==> config.mk <==
export PLATFORM = sky130hd
export DESIGN_NAME = pwm_regbank_flat
export DESIGN_NICKNAME = d
export VERILOG_FILES = /design/src/rtl/pwm_regs_pkg.sv /design/src/rtl/pwm_regbank_if.sv /design/src/rtl/pwm_prescaler.sv /design/src/rtl/pwm_regbank.sv /design/src/flat_wrapper.sv
export SDC_FILE = /design/constraint.sdc
export NUM_CORES = 1
export LEC_CHECK = 0
export BUFFER_PORTS_ARGS = -buffer_cell sky130_fd_sc_hd__buf_2
export CORE_MARGIN = 3
export CORE_UTILIZATION = 44
export DETAILED_ROUTE_END_ITERATION = 12
export PLACE_DENSITY = 0.61
export SYNTH_ARGS = -nofsm -noshare
export SYNTH_HDL_FRONTEND = slang
export SYNTH_SLANG_ARGS = --single-unit
export TNS_END_PERCENT = 10
==> constraint.sdc <==
create_clock -name clk -period 2.1 [get_ports clk]
set_input_delay 0.315 -clock clk [delete_from_list [all_inputs] [get_ports clk]]
set_output_delay 0.315 -clock clk [all_outputs]
set_load 0.02 [all_outputs]
==> src/rtl/pwm_regs_pkg.sv <==
// pwm_regs_pkg: register map constants and CTRL layout shared by the PWM register bank
package pwm_regs_pkg;
  localparam int unsigned ADDR_CTRL = 0;
  localparam int unsigned ADDR_PRESCALE = 1;
  localparam int unsigned ADDR_DUTY_LO = 2;
  localparam int unsigned ADDR_DUTY_HI = 3;
  localparam int CTRL_EN = 0;
  localparam int CTRL_INV = 1;
  typedef struct packed {
    logic inv;
    logic en;
  } ctrl_t;
endpackage

==> src/rtl/pwm_regbank_if.sv <==
// pwm_regbank_if: single-cycle register write strobe bus from the I2C slave
interface pwm_regbank_if #(parameter int REGBITS = 2) ();
  logic [REGBITS-1:0] regAddr;
  logic [7:0] regData;
  logic regDataValid;
  modport master(output regAddr, regData, regDataValid);
  modport slave(input regAddr, regData, regDataValid);
endinterface

==> src/rtl/pwm_prescaler.sv <==
// pwm_prescaler: 8-bit divider, tick when the count reaches div, cleared when idle or on clr
module pwm_prescaler (
  input  logic       clk,
  input  logic       rst_n,
  input  logic       en,
  input  logic       clr,
  input  logic [7:0] div,
  output logic       tick
);
  logic [7:0] cnt;
  assign tick = en && cnt == div;
  // Count 0..div, restarting after each tick; held at 0 while disabled or cleared
  always_ff @(posedge clk or negedge rst_n)
    if (!rst_n) cnt <= '0;
    else cnt <= (!en || clr || tick) ? '0 : cnt + 8'd1;
endmodule

==> src/rtl/pwm_regbank.sv <==
// pwm_regbank: PWM control registers with double-buffered duty and glitch-free PWM output
module pwm_regbank
  import pwm_regs_pkg::*;
#(
  parameter int REGBITS = 2,
  parameter int PWMBITS = 16
) (
  input  logic               clk,
  input  logic               rst_n,
  pwm_regbank_if.slave       bus,
  output logic               pwm_out,
  output logic               cycle_start,
  output logic [PWMBITS-1:0] duty_active,
  output logic               update_pending
);
  localparam logic [PWMBITS-1:0] CNT_MAX = '1;
  ctrl_t ctrl;
  logic [7:0] prescale, lo_stage;
  logic [PWMBITS-1:0] pending, cnt, wr_duty;
  logic [REGBITS-1:0] addr;
  logic pending_vld, tick, wr_ctrl, wr_presc, wr_lo, wr_hi, start, stop, boundary, load;
  assign addr = bus.regAddr;
  assign update_pending = pending_vld;
  // Write decode and period events; a stop write suppresses a coincident boundary
  always_comb begin
    wr_ctrl = bus.regDataValid && addr == REGBITS'(ADDR_CTRL);
    wr_presc = bus.regDataValid && addr == REGBITS'(ADDR_PRESCALE);
    wr_lo = bus.regDataValid && addr == REGBITS'(ADDR_DUTY_LO);
    wr_hi = bus.regDataValid && addr == REGBITS'(ADDR_DUTY_HI);
    wr_duty = {bus.regData[PWMBITS-9:0], lo_stage};
    start = wr_ctrl && bus.regData[CTRL_EN] && !ctrl.en;
    stop = wr_ctrl && !bus.regData[CTRL_EN];
    boundary = tick && cnt == CNT_MAX && !stop;
    load = (boundary || start) && pending_vld;
  end
  pwm_prescaler u_presc (
    .clk  (clk),
    .rst_n(rst_n),
    .en   (ctrl.en),
    .clr  (wr_presc || stop),
    .div  (prescale),
    .tick (tick)
  );
  // Control, prescale and low-byte staging registers
  always_ff @(posedge clk or negedge rst_n)
    if (!rst_n) begin
      ctrl <= '0;
      prescale <= '0;
      lo_stage <= '0;
    end else begin
      if (wr_ctrl) ctrl <= '{inv: bus.regData[CTRL_INV], en: bus.regData[CTRL_EN]};
      if (wr_presc) prescale <= bus.regData;
      if (wr_lo) lo_stage <= bus.regData;
    end
  // Duty double buffer: a new value waits for a boundary while running, loads directly when idle
  always_ff @(posedge clk or negedge rst_n)
    if (!rst_n) begin
      pending <= '0;
      pending_vld <= 1'b0;
      duty_active <= '0;
    end else begin
      if (wr_hi) pending <= wr_duty;
      pending_vld <= wr_hi ? ctrl.en : pending_vld && !load;
      duty_active <= (wr_hi && !ctrl.en) ? wr_duty : load ? pending : duty_active;
    end
  // Period counter, boundary pulse and registered compare output
  always_ff @(posedge clk or negedge rst_n)
    if (!rst_n) begin
      cnt <= '0;
      cycle_start <= 1'b0;
      pwm_out <= 1'b0;
    end else begin
      cnt <= (!ctrl.en || stop) ? '0 : tick ? cnt + PWMBITS'(1) : cnt;
      cycle_start <= boundary || start;
      pwm_out <= (ctrl.en && cnt < duty_active) ^ ctrl.inv;
    end
endmodule

==> src/flat_wrapper.sv <==
// flat-port wrapper written by rule: the top's interface ports become plain ports
module pwm_regbank_flat import pwm_regs_pkg::*;
#(
  parameter int REGBITS = 2,
  parameter int PWMBITS = 16
)
  (clk, rst_n, pwm_out, cycle_start, duty_active, update_pending, bus_regAddr, bus_regData, bus_regDataValid);
  pwm_regbank_if #(.REGBITS(REGBITS)) bus_i ();
  input  logic clk;
  input  logic rst_n;
  output logic pwm_out;
  output logic cycle_start;
  output logic [PWMBITS-1:0] duty_active;
  output logic update_pending;
  input wire logic [$bits(bus_i.regAddr)-1:0] bus_regAddr;
  input wire logic [$bits(bus_i.regData)-1:0] bus_regData;
  input wire logic [$bits(bus_i.regDataValid)-1:0] bus_regDataValid;
  assign bus_i.regAddr = bus_regAddr;
  assign bus_i.regData = bus_regData;
  assign bus_i.regDataValid = bus_regDataValid;
  pwm_regbank #(.REGBITS(REGBITS), .PWMBITS(PWMBITS)) u_core (.clk(clk), .rst_n(rst_n), .bus(bus_i), .pwm_out(pwm_out), .cycle_start(cycle_start), .duty_active(duty_active), .update_pending(update_pending));
endmodule
==> metrics <==
status finished with violations; Critical Path Fanout Max 16; max-slew violation count 0; PnR Total Power 4340 uW; clk root buf clkbuf_8; Yosys cell types 44; fmax 0.469 GHz; hold slack 0.245 ns; Slew headroom 45.7%; largest net degree at the start of global routing 78; peak supply drop 0.000538 V; worst path required time 2.34 ns; Placed Instances 494; first-pass GRT wire length 14500 um; Mapped Area 3860 um2; Top FF cell, synth dfrtp_1; asr flop ratio synth 100%; CP Capture Type register; Initial Util 46.0%; Initial DRC Count 163; synthesis warning total 0; synthesized net count 362; TritonCTS Sinks 77; Port-buffer cells 31; Startpoint Class register; core region area 8380 um2; overall routed net length 8820 um; period utilisation layout 101%; Syn Area/Cell 11.6 um2; Leakage 0.00219 uW; Max Clock Skew 0.0104 ns; Num CTS Buffers 9; DIE WIDTH 99.6 um; CTS Buffer Depth 2; chip height 99.6 um; RSZ-0062 raised after global routing true; HPWL Detailed 6260 um; Design Area, Final 4680 um2; die area 9920 um2; Final min period 2.13 ns; register area share after synthesis 50.0%; DRC viols 0; final hold vios 0; final net count 434; Place WS -0.134 ns; max-cap viol count 0; I/O pin cnt 32; row count 33; Antenna diodes 0; flops & latches, synth 77; Slew @ Worst Pin 0.814 ns; gpl congestion 0.811; layout cells sized above 1 33.7%; clk slew on worst S/H paths 0.09 ns; EDFF count, synth 0; initial antenna violation count 0; Final WS setup -0.0306 ns; Arr. time, crit path 2.37 ns; drt pass-1 iters 4; vias 2808; Tot GR Track Use 18.9%; failing checks setup timing; Routed Antenna Nets 0; pwr dens 928 nW/um2; # setup viols final 19; vias in the first global route 2863; CTS tree yes; critical path class reg -> reg; Vias/cell 5.46; Worst Hold Class in -> reg; worst skew pair latency 0.35 ns; overflow left after global routing 0; Non-Filler Instances 514; Post-Synthesis Cells 332; commonest non-fill, non-tap cell in the layout dfrtp_1; synthesis-to-layout area growth 21.4%; Max H-tree Level 3; routed len/inst 17.2 um; most frequent cells in the layout dfrtp_1 (77), buf_4 (36), mux2_2 (33); Placed Area 4370 um2; register-to-register setup slack -0.03 ns
## worst max-delay path: stages (launching register included)
cell and delay (ns):
dfrtp_1 0.44, xor2_2 0.18, nor4_4 0.44, and4_4 0.35, a311oi_4 0.24, a221o_1 0.37
## repair_timing
item / in CTS / in global routing
resized for setup: 1 / 15
endpoints found under the hold margin: 77 / 0
setup endpoints to repair: 5 / 26
hold buffers: 1 / 0
setup buffers: 0 / 3
pin swaps: 1 / 11
## power breakdown
group / internal [uW] / leakage [uW] / switching (uW)
clock: 688 / 0.000112 / 590
combinational: 497 / 0.00110 / 595
sequential: 1750 / 0.000976 / 217
total: 2940 / 0.00219 / 1400
## metrics by stage
step	TNS, ns	util, %
4_1_cts	0	55.0
5_1_grt	-2.08	55.8
3_5_place_dp	-1.88	52.1
2_1_floorplan	0	-
3_3_place_gp	-1.85	52.1
6_report	-0.269	55.8
## cell families after synthesis
group | share of synthesized area, %
DFF | 50.0
adders and majority gates | 5.52
and+or+nand+nor | 15.6
xor gates and xnor gates | 4.09
buffers and inverters | 3.34
AOI/OAI and AO/OA | 11.6
muxes | 9.90
## cells in the mapped netlist, types with 2 or more instances
cell / count / area [um2]
a211oi_1: 2 / 15.0
inv_1: 21 / 78.8
nor4_4: 2 / 42.5
nand3b_1: 3 / 22.5
and2_1: 17 / 106
clkbuf_1: 6 / 22.5
ha_1: 17 / 213
a21oi_1: 18 / 90.1
a21o_1: 2 / 15.0
o21ai_0: 10 / 50.1
mux2_2: 33 / 372
dfrtp_1: 77 / 1930
or3_1: 5 / 31.3
a221o_1: 16 / 160
nand2_1: 13 / 48.8
nand2b_1: 2 / 12.5
and3_1: 4 / 25.0
o31ai_1: 7 / 52.6
buf_6: 2 / 22.5
xnor2_1: 3 / 26.3
or4_1: 7 / 52.6
nand3_1: 9 / 45.0
nor2_1: 17 / 63.8
nand4_1: 5 / 31.3
xor2_1: 15 / 131
## final cells by class
cell class | count | area, um2
clock buffer | 9 | 124
clock inverter | 7 | 105
fill | 731 | 3700
inverter | 21 | 78.8
multi-input combinational | 225 | 1840
sequential | 77 | 1930
tap | 105 | 131
timing repair buffer | 70 | 473
## state kept, by name, indices dropped and copies added, names as in the netlist
signal,flops
u_core.lo_stage,8
u_core.u_presc.cnt,8
u_core.cnt,16
u_core.pwm_out,1
u_core.prescale,8
u_core.ctrl,2
u_core.duty_active,16
u_core.pending,16
u_core.cycle_start,1
u_core.update_pending,1
## routing by layer
metal  global-route usage, %  wire [um]
met1                    24.7       4070
met5                       0          0
met2                    31.7       4330
met4                    6.41        109
met3                    3.65        307
## path summary, 6_finish.rpt
kind | depth (start not counted) | start | end
worst min-delay path | 2 | bus_regData[5] | u_core.lo_stage[5]
worst min register to register | 1 | u_core.pending[5] | u_core.duty_active[5]
worst max-delay path | 5 | u_core.u_presc.cnt[3] | u_core.duty_active[2]
worst max register to register | 5 | u_core.u_presc.cnt[3] | u_core.duty_active[2]
min in group asynchronous | 3 | rst_n | u_core.cnt[6]
max in group asynchronous | 3 | rst_n | u_core.prescale[0]
Note: power is estimated with default switching activity, not from simulation.
